### src/rtl/iter_muldiv_unit_if.sv
// Handshake and operand bundle between the EX stage and the iterative mul/div unit.
// The master drives the request side; the slave is the unit itself.
interface iter_muldiv_unit_if #(
    parameter int WIDTH = 32
);
    logic                 start_i;
    logic [2:0]           op_i;
    logic [WIDTH-1:0]     src1_i;
    logic [WIDTH-1:0]     src2_i;
    logic [WIDTH-1:0]     hi_i;
    logic [WIDTH-1:0]     lo_i;
    logic                 annul_i;
    logic                 busy_o;
    logic                 ready_o;
    logic [2*WIDTH-1:0]   result_o;
    logic                 div_by_zero_o;

    modport master (
        output start_i, op_i, src1_i, src2_i, hi_i, lo_i, annul_i,
        input  busy_o, ready_o, result_o, div_by_zero_o
    );

    modport slave (
        input  start_i, op_i, src1_i, src2_i, hi_i, lo_i, annul_i,
        output busy_o, ready_o, result_o, div_by_zero_o
    );
endinterface

### src/rtl/iter_muldiv_unit.sv
// Iterative multiply/divide unit: shift-add multiply (MUL_BPC bits per cycle),
// radix-2 restoring divide, HI/LO accumulate, start/ready/annul handshake.
module iter_muldiv_unit #(
    parameter int WIDTH   = 32,
    parameter int MUL_BPC = 1
) (
    input  logic              clk,
    input  logic              resetn,
    iter_muldiv_unit_if.slave bus
);
    localparam int MUL_ITERS = WIDTH / MUL_BPC;
    localparam int CNT_W     = $clog2(WIDTH + 1);

    typedef enum logic [1:0] {IDLE, MUL, DIV, DONE} state_t;

    state_t               state_q, state_d;
    logic [1:0]           accMode_q, accMode_d;
    logic                 negA_q, negA_d;
    logic                 negB_q, negB_d;
    logic [2*WIDTH-1:0]   mcand_q, mcand_d;
    logic [WIDTH-1:0]     mplier_q, mplier_d;
    logic [WIDTH-1:0]     rem_q, rem_d;
    logic [2*WIDTH-1:0]   prod_q, prod_d;
    logic [2*WIDTH-1:0]   hiLo_q, hiLo_d;
    logic [CNT_W-1:0]     cnt_q, cnt_d;
    logic [2*WIDTH-1:0]   result_q, result_d;
    logic                 dbz_q, dbz_d;

    logic                 srcSigned;
    logic                 isDivOp;
    logic                 accept;
    logic [WIDTH-1:0]     magA;
    logic [WIDTH-1:0]     magB;
    logic [2*WIDTH-1:0]   mulSum;
    logic [2*WIDTH-1:0]   prodFixed;
    logic [2*WIDTH-1:0]   mulResult;
    logic [WIDTH:0]       divShift;
    logic [WIDTH+1:0]     divDiff;
    logic                 divBorrow;
    logic [WIDTH-1:0]     remNext;
    logic [WIDTH-1:0]     quotNext;
    logic [WIDTH-1:0]     quotFixed;
    logic [WIDTH-1:0]     remFixed;

    // Datapath: operand magnitudes, one multiply step, one divide step, final sign fix-up.
    always_comb begin
        srcSigned = ~bus.op_i[0];
        isDivOp   = (bus.op_i[2:1] == 2'b01);
        accept    = bus.start_i && !bus.annul_i && (state_q == IDLE || state_q == DONE);
        magA      = (srcSigned && bus.src1_i[WIDTH-1]) ? -bus.src1_i : bus.src1_i;
        magB      = (srcSigned && bus.src2_i[WIDTH-1]) ? -bus.src2_i : bus.src2_i;

        mulSum = prod_q;
        for (int b = 0; b < MUL_BPC; b++) begin
            if (mplier_q[b]) begin
                mulSum = mulSum + (mcand_q << b);
            end
        end
        prodFixed = (negA_q ^ negB_q) ? -mulSum : mulSum;
        case (accMode_q)
            2'b10:   mulResult = hiLo_q + prodFixed;
            2'b11:   mulResult = hiLo_q - prodFixed;
            default: mulResult = prodFixed;
        endcase

        // The extra top bit of divDiff is the borrow that decides restore vs. keep.
        divShift  = {rem_q, mplier_q[WIDTH-1]};
        divDiff   = {1'b0, divShift} - {2'b00, mcand_q[WIDTH-1:0]};
        divBorrow = divDiff[WIDTH+1];
        remNext   = divBorrow ? divShift[WIDTH-1:0] : divDiff[WIDTH-1:0];
        quotNext  = {mplier_q[WIDTH-2:0], ~divBorrow};
        quotFixed = (negA_q ^ negB_q) ? -quotNext : quotNext;
        remFixed  = negA_q ? -remNext : remNext;
    end

    always_comb begin
        state_d   = state_q;
        accMode_d = accMode_q;
        negA_d    = negA_q;
        negB_d    = negB_q;
        mcand_d   = mcand_q;
        mplier_d  = mplier_q;
        rem_d     = rem_q;
        prod_d    = prod_q;
        hiLo_d    = hiLo_q;
        cnt_d     = cnt_q;
        result_d  = result_q;
        dbz_d     = dbz_q;

        case (state_q)
            IDLE, DONE: begin
                if (accept) begin
                    accMode_d = bus.op_i[2:1];
                    negA_d    = srcSigned & bus.src1_i[WIDTH-1];
                    negB_d    = srcSigned & bus.src2_i[WIDTH-1];
                    hiLo_d    = {bus.hi_i, bus.lo_i};
                    cnt_d     = '0;
                    prod_d    = '0;
                    rem_d     = '0;
                    if (isDivOp) begin
                        mcand_d  = {{WIDTH{1'b0}}, magB};
                        mplier_d = magA;
                        if (bus.src2_i == '0) begin
                            state_d  = DONE;
                            result_d = {bus.src1_i, {WIDTH{1'b1}}};
                            dbz_d    = 1'b1;
                        end else begin
                            state_d = DIV;
                        end
                    end else begin
                        mcand_d  = {{WIDTH{1'b0}}, magA};
                        mplier_d = magB;
                        state_d  = MUL;
                    end
                end else begin
                    state_d = IDLE;
                end
            end
            MUL: begin
                if (bus.annul_i) begin
                    state_d = IDLE;
                end else begin
                    prod_d   = mulSum;
                    mcand_d  = mcand_q << MUL_BPC;
                    mplier_d = mplier_q >> MUL_BPC;
                    cnt_d    = cnt_q + 1'b1;
                    if (cnt_q == CNT_W'(MUL_ITERS - 1)) begin
                        state_d  = DONE;
                        result_d = mulResult;
                        dbz_d    = 1'b0;
                    end
                end
            end
            DIV: begin
                if (bus.annul_i) begin
                    state_d = IDLE;
                end else begin
                    rem_d    = remNext;
                    mplier_d = quotNext;
                    cnt_d    = cnt_q + 1'b1;
                    if (cnt_q == CNT_W'(WIDTH - 1)) begin
                        state_d  = DONE;
                        result_d = {remFixed, quotFixed};
                        dbz_d    = 1'b0;
                    end
                end
            end
            default: state_d = IDLE;
        endcase
    end

    always_ff @(posedge clk) begin
        if (!resetn) begin
            state_q   <= IDLE;
            accMode_q <= '0;
            negA_q    <= 1'b0;
            negB_q    <= 1'b0;
            mcand_q   <= '0;
            mplier_q  <= '0;
            rem_q     <= '0;
            prod_q    <= '0;
            hiLo_q    <= '0;
            cnt_q     <= '0;
            result_q  <= '0;
            dbz_q     <= 1'b0;
        end else begin
            state_q   <= state_d;
            accMode_q <= accMode_d;
            negA_q    <= negA_d;
            negB_q    <= negB_d;
            mcand_q   <= mcand_d;
            mplier_q  <= mplier_d;
            rem_q     <= rem_d;
            prod_q    <= prod_d;
            hiLo_q    <= hiLo_d;
            cnt_q     <= cnt_d;
            result_q  <= result_d;
            dbz_q     <= dbz_d;
        end
    end

    assign bus.busy_o        = (state_q == MUL) || (state_q == DIV);
    assign bus.ready_o       = (state_q == DONE);
    assign bus.result_o      = result_q;
    assign bus.div_by_zero_o = dbz_q;
endmodule

### src/flat_wrapper.sv
// flat-port wrapper written by rule: the top's interface ports become plain ports
module iter_muldiv_unit_flat 
#(
    parameter int WIDTH   = 32,
    parameter int MUL_BPC = 1
)
  (clk, resetn, bus_start_i, bus_op_i, bus_src1_i, bus_src2_i, bus_hi_i, bus_lo_i, bus_annul_i, bus_busy_o, bus_ready_o, bus_result_o, bus_div_by_zero_o);
  iter_muldiv_unit_if #(.WIDTH(WIDTH)) bus_i ();
  input  logic clk;
  input  logic resetn;
  input wire logic [$bits(bus_i.start_i)-1:0] bus_start_i;
  input wire logic [$bits(bus_i.op_i)-1:0] bus_op_i;
  input wire logic [$bits(bus_i.src1_i)-1:0] bus_src1_i;
  input wire logic [$bits(bus_i.src2_i)-1:0] bus_src2_i;
  input wire logic [$bits(bus_i.hi_i)-1:0] bus_hi_i;
  input wire logic [$bits(bus_i.lo_i)-1:0] bus_lo_i;
  input wire logic [$bits(bus_i.annul_i)-1:0] bus_annul_i;
  output wire logic [$bits(bus_i.busy_o)-1:0] bus_busy_o;
  output wire logic [$bits(bus_i.ready_o)-1:0] bus_ready_o;
  output wire logic [$bits(bus_i.result_o)-1:0] bus_result_o;
  output wire logic [$bits(bus_i.div_by_zero_o)-1:0] bus_div_by_zero_o;
  assign bus_i.start_i = bus_start_i;
  assign bus_i.op_i = bus_op_i;
  assign bus_i.src1_i = bus_src1_i;
  assign bus_i.src2_i = bus_src2_i;
  assign bus_i.hi_i = bus_hi_i;
  assign bus_i.lo_i = bus_lo_i;
  assign bus_i.annul_i = bus_annul_i;
  assign bus_busy_o = bus_i.busy_o;
  assign bus_ready_o = bus_i.ready_o;
  assign bus_result_o = bus_i.result_o;
  assign bus_div_by_zero_o = bus_i.div_by_zero_o;
  iter_muldiv_unit #(.WIDTH(WIDTH), .MUL_BPC(MUL_BPC)) u_core (.clk(clk), .resetn(resetn), .bus(bus_i));
endmodule
### config.mk
export PLATFORM = sky130hd
export DESIGN_NAME = iter_muldiv_unit_flat
export DESIGN_NICKNAME = d
export VERILOG_FILES = /design/src/rtl/iter_muldiv_unit_if.sv /design/src/rtl/iter_muldiv_unit.sv /design/src/flat_wrapper.sv
export SDC_FILE = /design/constraint.sdc
export NUM_CORES = 2
export LEC_CHECK = 0
export ABC_CLOCK_PERIOD_IN_PS = 9300
export CAP_MARGIN = 15
export CORE_MARGIN = 2
export CORE_UTILIZATION = 35
export DETAILED_ROUTE_END_ITERATION = 16
export PLACE_DENSITY = 0.54
export SKIP_CTS_REPAIR_TIMING = 1
export SYNTH_ARGS = -nofsm -noshare
export SYNTH_HDL_FRONTEND = slang
export SYNTH_SLANG_ARGS = --single-unit
### constraint.sdc
create_clock -name clk -period 9.3 [get_ports clk]
set_clock_uncertainty 0.05 [all_clocks]
set_input_delay 0.93 -clock clk [delete_from_list [all_inputs] [get_ports clk]]
set_output_delay 0.93 -clock clk [all_outputs]
set_load 0.02 [all_outputs]
==> Word-level counts from Yosys, hierarchy flattened <==
Index checks and enable logic that the tools add are counted.
{ "classes": {"add_sub_neg": 10, "eq_ne": 17, "n_mux": 46, "n_bitwise": 5, "reduce_logical": 20} }
{ "ops": {"columns": ["cell", "n"], "rows": [
  ["64-bit 2-to-1 mux", 13],
  ["32-bit 2-to-1 mux", 12],
  ["64-bit case mux with 2 select lines", 3],
  ["64-bit case mux with 3 select lines", 1],
  ["64-bit adder", 2],
  ["32-bit negation", 4],
  ["32-bit case mux with 3 select lines", 1],
  ["64-bit negation", 1],
  ["32-bit case mux with 2 select lines", 1],
  ["64-bit subtractor", 1],
  ["33-bit by 32-bit subtractor with 34-bit output", 1],
  ["32-bit logical NOT", 1],
  ["6-bit 2-to-1 mux", 2],
  ["2-bit by 1-bit inequality test with 1-bit output (second input constant)", 6],
  ["6-bit case mux with 2 select lines", 1],
  ["3-bit AND reduction", 3],
  ["2-bit equality test (second input constant)", 4],
  ["2-bit 2-to-1 mux", 4],
  ["7-bit AND reduction", 1],
  ["6-bit by 1-bit adder with 6-bit output (second input constant)", 1],
  ["6-bit by 5-bit equality test with 1-bit output (second input constant)", 1],
  ["1-bit 2-to-1 mux", 6],
  ["2-bit inequality test (second input constant)", 3],
  ["5-bit AND reduction", 1],
  ["14 further kinds", 24]
]} }
{ "word_totals": {"register_bits": 333, "in_bits": 135, "output_inout_bits": 67, "word_cells": 110} }

==> Longest topological paths before layout <==
{ "logic_depth": {"depth_word": 9, "depth_mapped": 39, "depth_no_buf": 36} }

==> Least setup slack after synthesis <==
Ideal clock, no wire load.
{ "synth_timing": {"path_type": "reg-to-reg", "startpoint": "register u_core.mplier_q[0]", "endpoint": "register u_core.result_q[63], in the netlist u_core.bus.result_o[63]", "setup_ps": 92, "arrival_time_ps": 8711, "required_time_ps": 9158, "setup_slack_ps": 447, "stages_incl_launch_ff": 39, "path_buffers": 6, "synth_period_minus_slack_ps": 8853, "cell_sequence": "dfxtp_1 buf_2 buf_2 buf_2 buf_2 clkbuf_1 buf_1 mux2_2 inv_1 ha_1 nand2_1 a211oi_1 o2111ai_1 nor3_2 nand2_1 or4_1 a2111oi_0 o31a_1 [3 not listed] ha_1 and4_1 nand4_1 or4_1 nand4_1 nor2_1 a211oi_1 o31ai_1 o31a_1 o31ai_1 a21oi_1 o31ai_1 a21o_1 a21o_1 a21o_1 a21oi_1 xnor2_1 o32ai_1"} }
{ "synth_between": {"elab_chain_cells": 8, "word_cells_on_any_way": 9, "cone_classes": "3 x add/sub; 6 x mux"} }
{ "synth_rtl": {"columns": ["element", "line_no", "text"], "rows": [
  ["from (decl)", "iter_muldiv_unit.sv:21", "logic [WIDTH-1:0] mplier_q, mplier_d;"],
  ["from (signal assigned)", "iter_muldiv_unit.sv:172", "mplier_q <= mplier_d;"],
  ["64-bit 2-to-1 mux (*)", "iter_muldiv_unit.sv:55", "if (mplier_q[b]) begin"],
  ["64-bit negation", "iter_muldiv_unit.sv:59", "prodFixed = (negA_q ^ negB_q) ? -mulSum : mulSum;"],
  ["64-bit 2-to-1 mux (*)", "iter_muldiv_unit.sv:59", null],
  ["64-bit subtractor / 64-bit adder (equally long branches)", "iter_muldiv_unit.sv:62, iter_muldiv_unit.sv:61", null],
  ["64-bit case mux with 2 select lines (*)", "iter_muldiv_unit.sv:60", "case (accMode_q)"],
  ["64-bit 2-to-1 mux (*)", "iter_muldiv_unit.sv:127", "if (cnt_q == CNT_W'(MUL_ITERS - 1)) begin"],
  ["64-bit 2-to-1 mux (*)", "iter_muldiv_unit.sv:120", "if (bus.annul_i) begin"],
  ["64-bit case mux with 3 select lines (*)", "iter_muldiv_unit.sv:90", "case (state_q)"],
  ["to (signal assigned)", "iter_muldiv_unit.sv:177", "result_q <= result_d;"],
  ["to (decl)", "iter_muldiv_unit.sv:26", "logic [2*WIDTH-1:0] result_q, result_d;"]
]} }
Every way passes the cells marked *; elsewhere a longest branch is shown, timed or not. The select of a mux whose other input is x is not followed.
A chain may end at the register's enable or synchronous reset.

==> Final worst setup path <==
{ "layout_timing": {"startpoint": "register u_core.prod_q[0]", "endpoint": "register u_core.result_q[63], in the netlist u_core.bus.result_o[63]"} }
{ "layout_between": {"elab_chain_cells": 9, "word_cells_on_any_way": 10, "cone_classes": "4 x add/sub; 6 x mux"} }
{ "layout_rtl": {"columns": ["element", "line_no", "text"], "rows": [
  ["from (decl)", "iter_muldiv_unit.sv:23", "logic [2*WIDTH-1:0] prod_q, prod_d;"],
  ["from (signal assigned)", "iter_muldiv_unit.sv:174", "prod_q <= prod_d;"],
  ["64-bit adder", "iter_muldiv_unit.sv:56", "mulSum = mulSum + (mcand_q << b);"],
  ["64-bit 2-to-1 mux (*)", "iter_muldiv_unit.sv:55", null],
  ["64-bit negation", "iter_muldiv_unit.sv:59", null],
  ["64-bit 2-to-1 mux (*)", "iter_muldiv_unit.sv:59", null],
  ["64-bit subtractor / 64-bit adder (equally long branches)", "iter_muldiv_unit.sv:62, iter_muldiv_unit.sv:61", null],
  ["64-bit case mux with 2 select lines (*)", "iter_muldiv_unit.sv:60", null],
  ["64-bit 2-to-1 mux (*)", "iter_muldiv_unit.sv:127", null],
  ["64-bit 2-to-1 mux (*)", "iter_muldiv_unit.sv:120", null],
  ["64-bit case mux with 3 select lines (*)", "iter_muldiv_unit.sv:90", null]
]} }
Marks and branches as above.

==> reports/metrics.cfg <==
[synth]
yosys.cell_types.count=102
synthAdderAreaFrac=0.0665
synth_area_mm2=0.0325
synth-seq-area-share=0.205
synth_compound_area_frac=0.321
synth_top_family_by_area=compound AO/OA/AOI/OAI gates
syn_inst=4459
synthXorXnorAreaFrac=0.0922
ys_seq_elements=333
synthSimpleGateAreaFrac=0.238
syn_nets=4765
postSynthAreaPerCell_um2=7.30
synth_flop_cell=dfxtp_1
async_flop_share=0
synth-edff-count=0
synth_warnings=0
synthMuxAreaShare=0.0280

[global_route]
grt_max_degree=179
grt_overflow=0
grtUsageTotal=0.264
grt_antenna_before_repair=0
grt_pass1_vias=31100
grt_pass1_wl_um=195000

[setup_path]
regToRegSetupSlack_ns=0.46
r2r-end=u_core.bus.result_o[63]$_SDFFE_PN0P_
crit_required_ns=9.78
crit_path_max_fanout=6
endpoint_kind=register
critical-path-max-stage-delay_ns=0.63
arrival_ns=9.32
slowest_stage=or4b_2
rr_worst_depth=36
reg2reg_from=u_core.prod_q[0]$_SDFFE_PN0P_
worstSetupPathType=reg -> reg
critPathLaunchType=register

[cells_and_area]
nets=4797
n_antenna_cell=0
layout_commonest_cell=nand2_1
syn2layout_area_growth_pct=14.9
drive_above_1_share=0.0645
layout_common_cells=619 x nand2_1, 330 x dfxtp_1, 314 x o21ai_0

[drt]
route.detailed.drc=0
vias_per_cell=5.88
drtIter0Drc=3347
postRouteWirelength_um=130000
first_pass_iters=6
wl_per_cell_um=22.5
vias=33900
drtAntennaViolNets=0

[worst_hold_path]
worstHoldEndpoint=u_core.hiLo_q[57]$_SDFFE_PN0P_
hp-start=u_core.hiLo_q[57]$_SDFFE_PN0P_
hp-class=reg -> reg
hold_depth=2

[place]
dp_hpwl_um=98000
place_ws_ns=0.0256
gp_congestion=0.976
port_buffers=201

[sta]
finalCriticalPeriod_ns=8.84
setup_viol_count_final=0
clock.fmax_mhz=113
tightest_slew_ns=1.18
fin_crit_sh=0.951
final_hold_viol_count=0
final.setup.tns_ns=0
fin_ws_ns=0.458
finalMaxSlewViolations=0
maxSlewHeadroom=0.206

[pwr]
cellInternalPower_mw=3.50
power_density_mw_per_mm2=155
vdd_drop_max_mv=0.149
p_switching_mw=2.30
swShare=0.397
p_leak_nw=14.9
pwr-share-comb=0.403
pwr-share-seq=0.278
clkPwrFrac=0.319

[clocking]
clock_path_buffers=3
cts.sinks=333
htreeDepth=2
path_clk_slew_ns=0.06
cts_root_buf=clkbuf_16
worstSkewPairLatency_ns=0.62
cts_made_buffers=44
cts_tree=yes

[floorplan]
initial_core_util=0.354
die_h_um=309
io_pins=202
fp.dieW_um=309
coreArea_mm2=0.0919
row_count=111
dieArea_mm2=0.0954

[outcome]
status=finished, final reports clean

[flow_run]
drv_cap=0

-- sequential cells by signal, summed over array words and instances (netlist names) --
signal,flops
u_core.accMode_q,2
u_core.state_q,2
u_core.rem_q,32
u_core.negB_q,1
u_core.bus.div_by_zero_o,1
u_core.hiLo_q,64
u_core.mcand_q,64
u_core.cnt_q,6
u_core.mplier_q,32
u_core.negA_q,1
u_core.prod_q,64
u_core.bus.result_o,64
-- cells in the mapped netlist (46+ instances only) --
| cell type | instances | area share |
|---|---|---|
| a21boi_0 | 120 | 0.028 |
| a21o_1 | 100 | 0.023 |
| a21oi_1 | 310 | 0.048 |
| a221oi_1 | 65 | 0.018 |
| a22oi_1 | 79 | 0.018 |
| a31oi_1 | 49 | 0.0094 |
| and2_1 | 94 | 0.018 |
| clkbuf_1 | 244 | 0.028 |
| dfxtp_1 | 333 | 0.20 |
| ha_1 | 168 | 0.065 |
| inv_1 | 112 | 0.013 |
| mux2i_1 | 46 | 0.014 |
| nand2_1 | 620 | 0.072 |
| nand3_1 | 128 | 0.020 |
| nand4_1 | 52 | 0.010 |
| nor2_1 | 261 | 0.030 |
| nor2b_1 | 81 | 0.016 |
| nor3_1 | 79 | 0.012 |
| o211a_1 | 68 | 0.021 |
| o211ai_1 | 104 | 0.024 |
| o21ai_0 | 315 | 0.048 |
| o31ai_1 | 57 | 0.013 |
| xnor2_1 | 210 | 0.057 |
| xor2_1 | 130 | 0.035 |
-- kinds of logic after synthesis --
| kind of cell | Yosys count |
|---|---|
| multiplexers | 86 |
| buffers and inverters | 413 |
| AO/OA/AOI/OAI | 1534 |
| AND/OR/NAND/NOR | 1581 |
| adder cells (fa/ha/maj) | 171 |
| XOR/XNOR | 341 |
| flip-flops | 333 |
-- power by group through the flow --
| stage | Sequential [mW] | Clock (mW) | Combinational, mW |
|---|---|---|---|
| after detailed placement | 1.64 | 0 | 2.26 |
| after floorplan | 1.62 | 0 | 1.56 |
| after CTS | 1.61 | 1.88 | 2.28 |
| after global routing | 1.62 | 1.93 | 2.55 |
| final | 1.61 | 1.85 | 2.34 |
| after global placement | 1.64 | 0 | 2.27 |
-- area by class of cell --
class	instances	area, um^2
Inverter	115	432
Timing Repair Buffer	284	2660
Fill cell	9749	54600
Multi-Input combinational cell	3713	24500
Sequential cell	333	6680
Tap cell	1243	1560
Clock buffer	56	1210
Clock inverter	24	320
-- layer usage --
layer  part of all wire  wire (um)  vias to the layer above  global-route usage
li1                   -          -                    16500                   -
met1               0.46      60100                    16100               0.374
met2               0.44      56700                     1160               0.412
met3              0.064       8330                      189              0.0285
met4              0.037       4860                        0              0.0939
met5                  0          0                        -                   0
-- worst max-delay path by stage --
stage | from | end
after global placement | u_core.mcand_q[0]$_SDFFE_PN0P_ | u_core.bus.result_o[63]$_SDFFE_PN0P_
final | u_core.prod_q[0]$_SDFFE_PN0P_ | u_core.bus.result_o[63]$_SDFFE_PN0P_
after CTS | u_core.mcand_q[0]$_SDFFE_PN0P_ | u_core.bus.result_o[63]$_SDFFE_PN0P_
after detailed placement | u_core.mcand_q[0]$_SDFFE_PN0P_ | u_core.bus.result_o[63]$_SDFFE_PN0P_
after global routing | u_core.prod_q[0]$_SDFFE_PN0P_ | u_core.bus.result_o[51]$_SDFFE_PN0P_
after floorplan | u_core.mplier_q[0]$_SDFFE_PN0P_ | u_core.bus.result_o[63]$_SDFFE_PN0P_
-- critical path: cells and delay by family, from the launching register on --
| family | cells | cell delay, ns |
|---|---|---|
| AND/OR/NAND/NOR | 12 | 3.33 |
| AO/OA/AOI/OAI | 15 | 3.20 |
| adder cells (fa/ha/maj) | 3 | 1.02 |
| buffers and inverters | 3 | 0.41 |
| flip-flops | 1 | 0.37 |
| XOR/XNOR | 3 | 0.37 |
-- per-stage QoR --
| stage | cell area [um^2] | total power [mW] | hold WS (ns) | cells | util |
|---|---|---|---|---|---|
| 4_1_cts | 37200 | 5.77 | 0.425 | 5759 | 0.404 |
| 6_report | 37400 | 5.80 | 0.424 | 5768 | 0.406 |
| 3_5_place_dp | 35700 | 3.90 | 0.414 | 5679 | 0.388 |
| 5_1_grt | 37400 | 6.10 | 0.441 | 5768 | 0.406 |
| 2_1_floorplan | 32500 | 3.18 | 0.393 | 4459 | - |
| 3_3_place_gp | 35700 | 3.91 | 0.411 | 5679 | 0.388 |
Note: power is estimated with default switching activity, not from simulation.
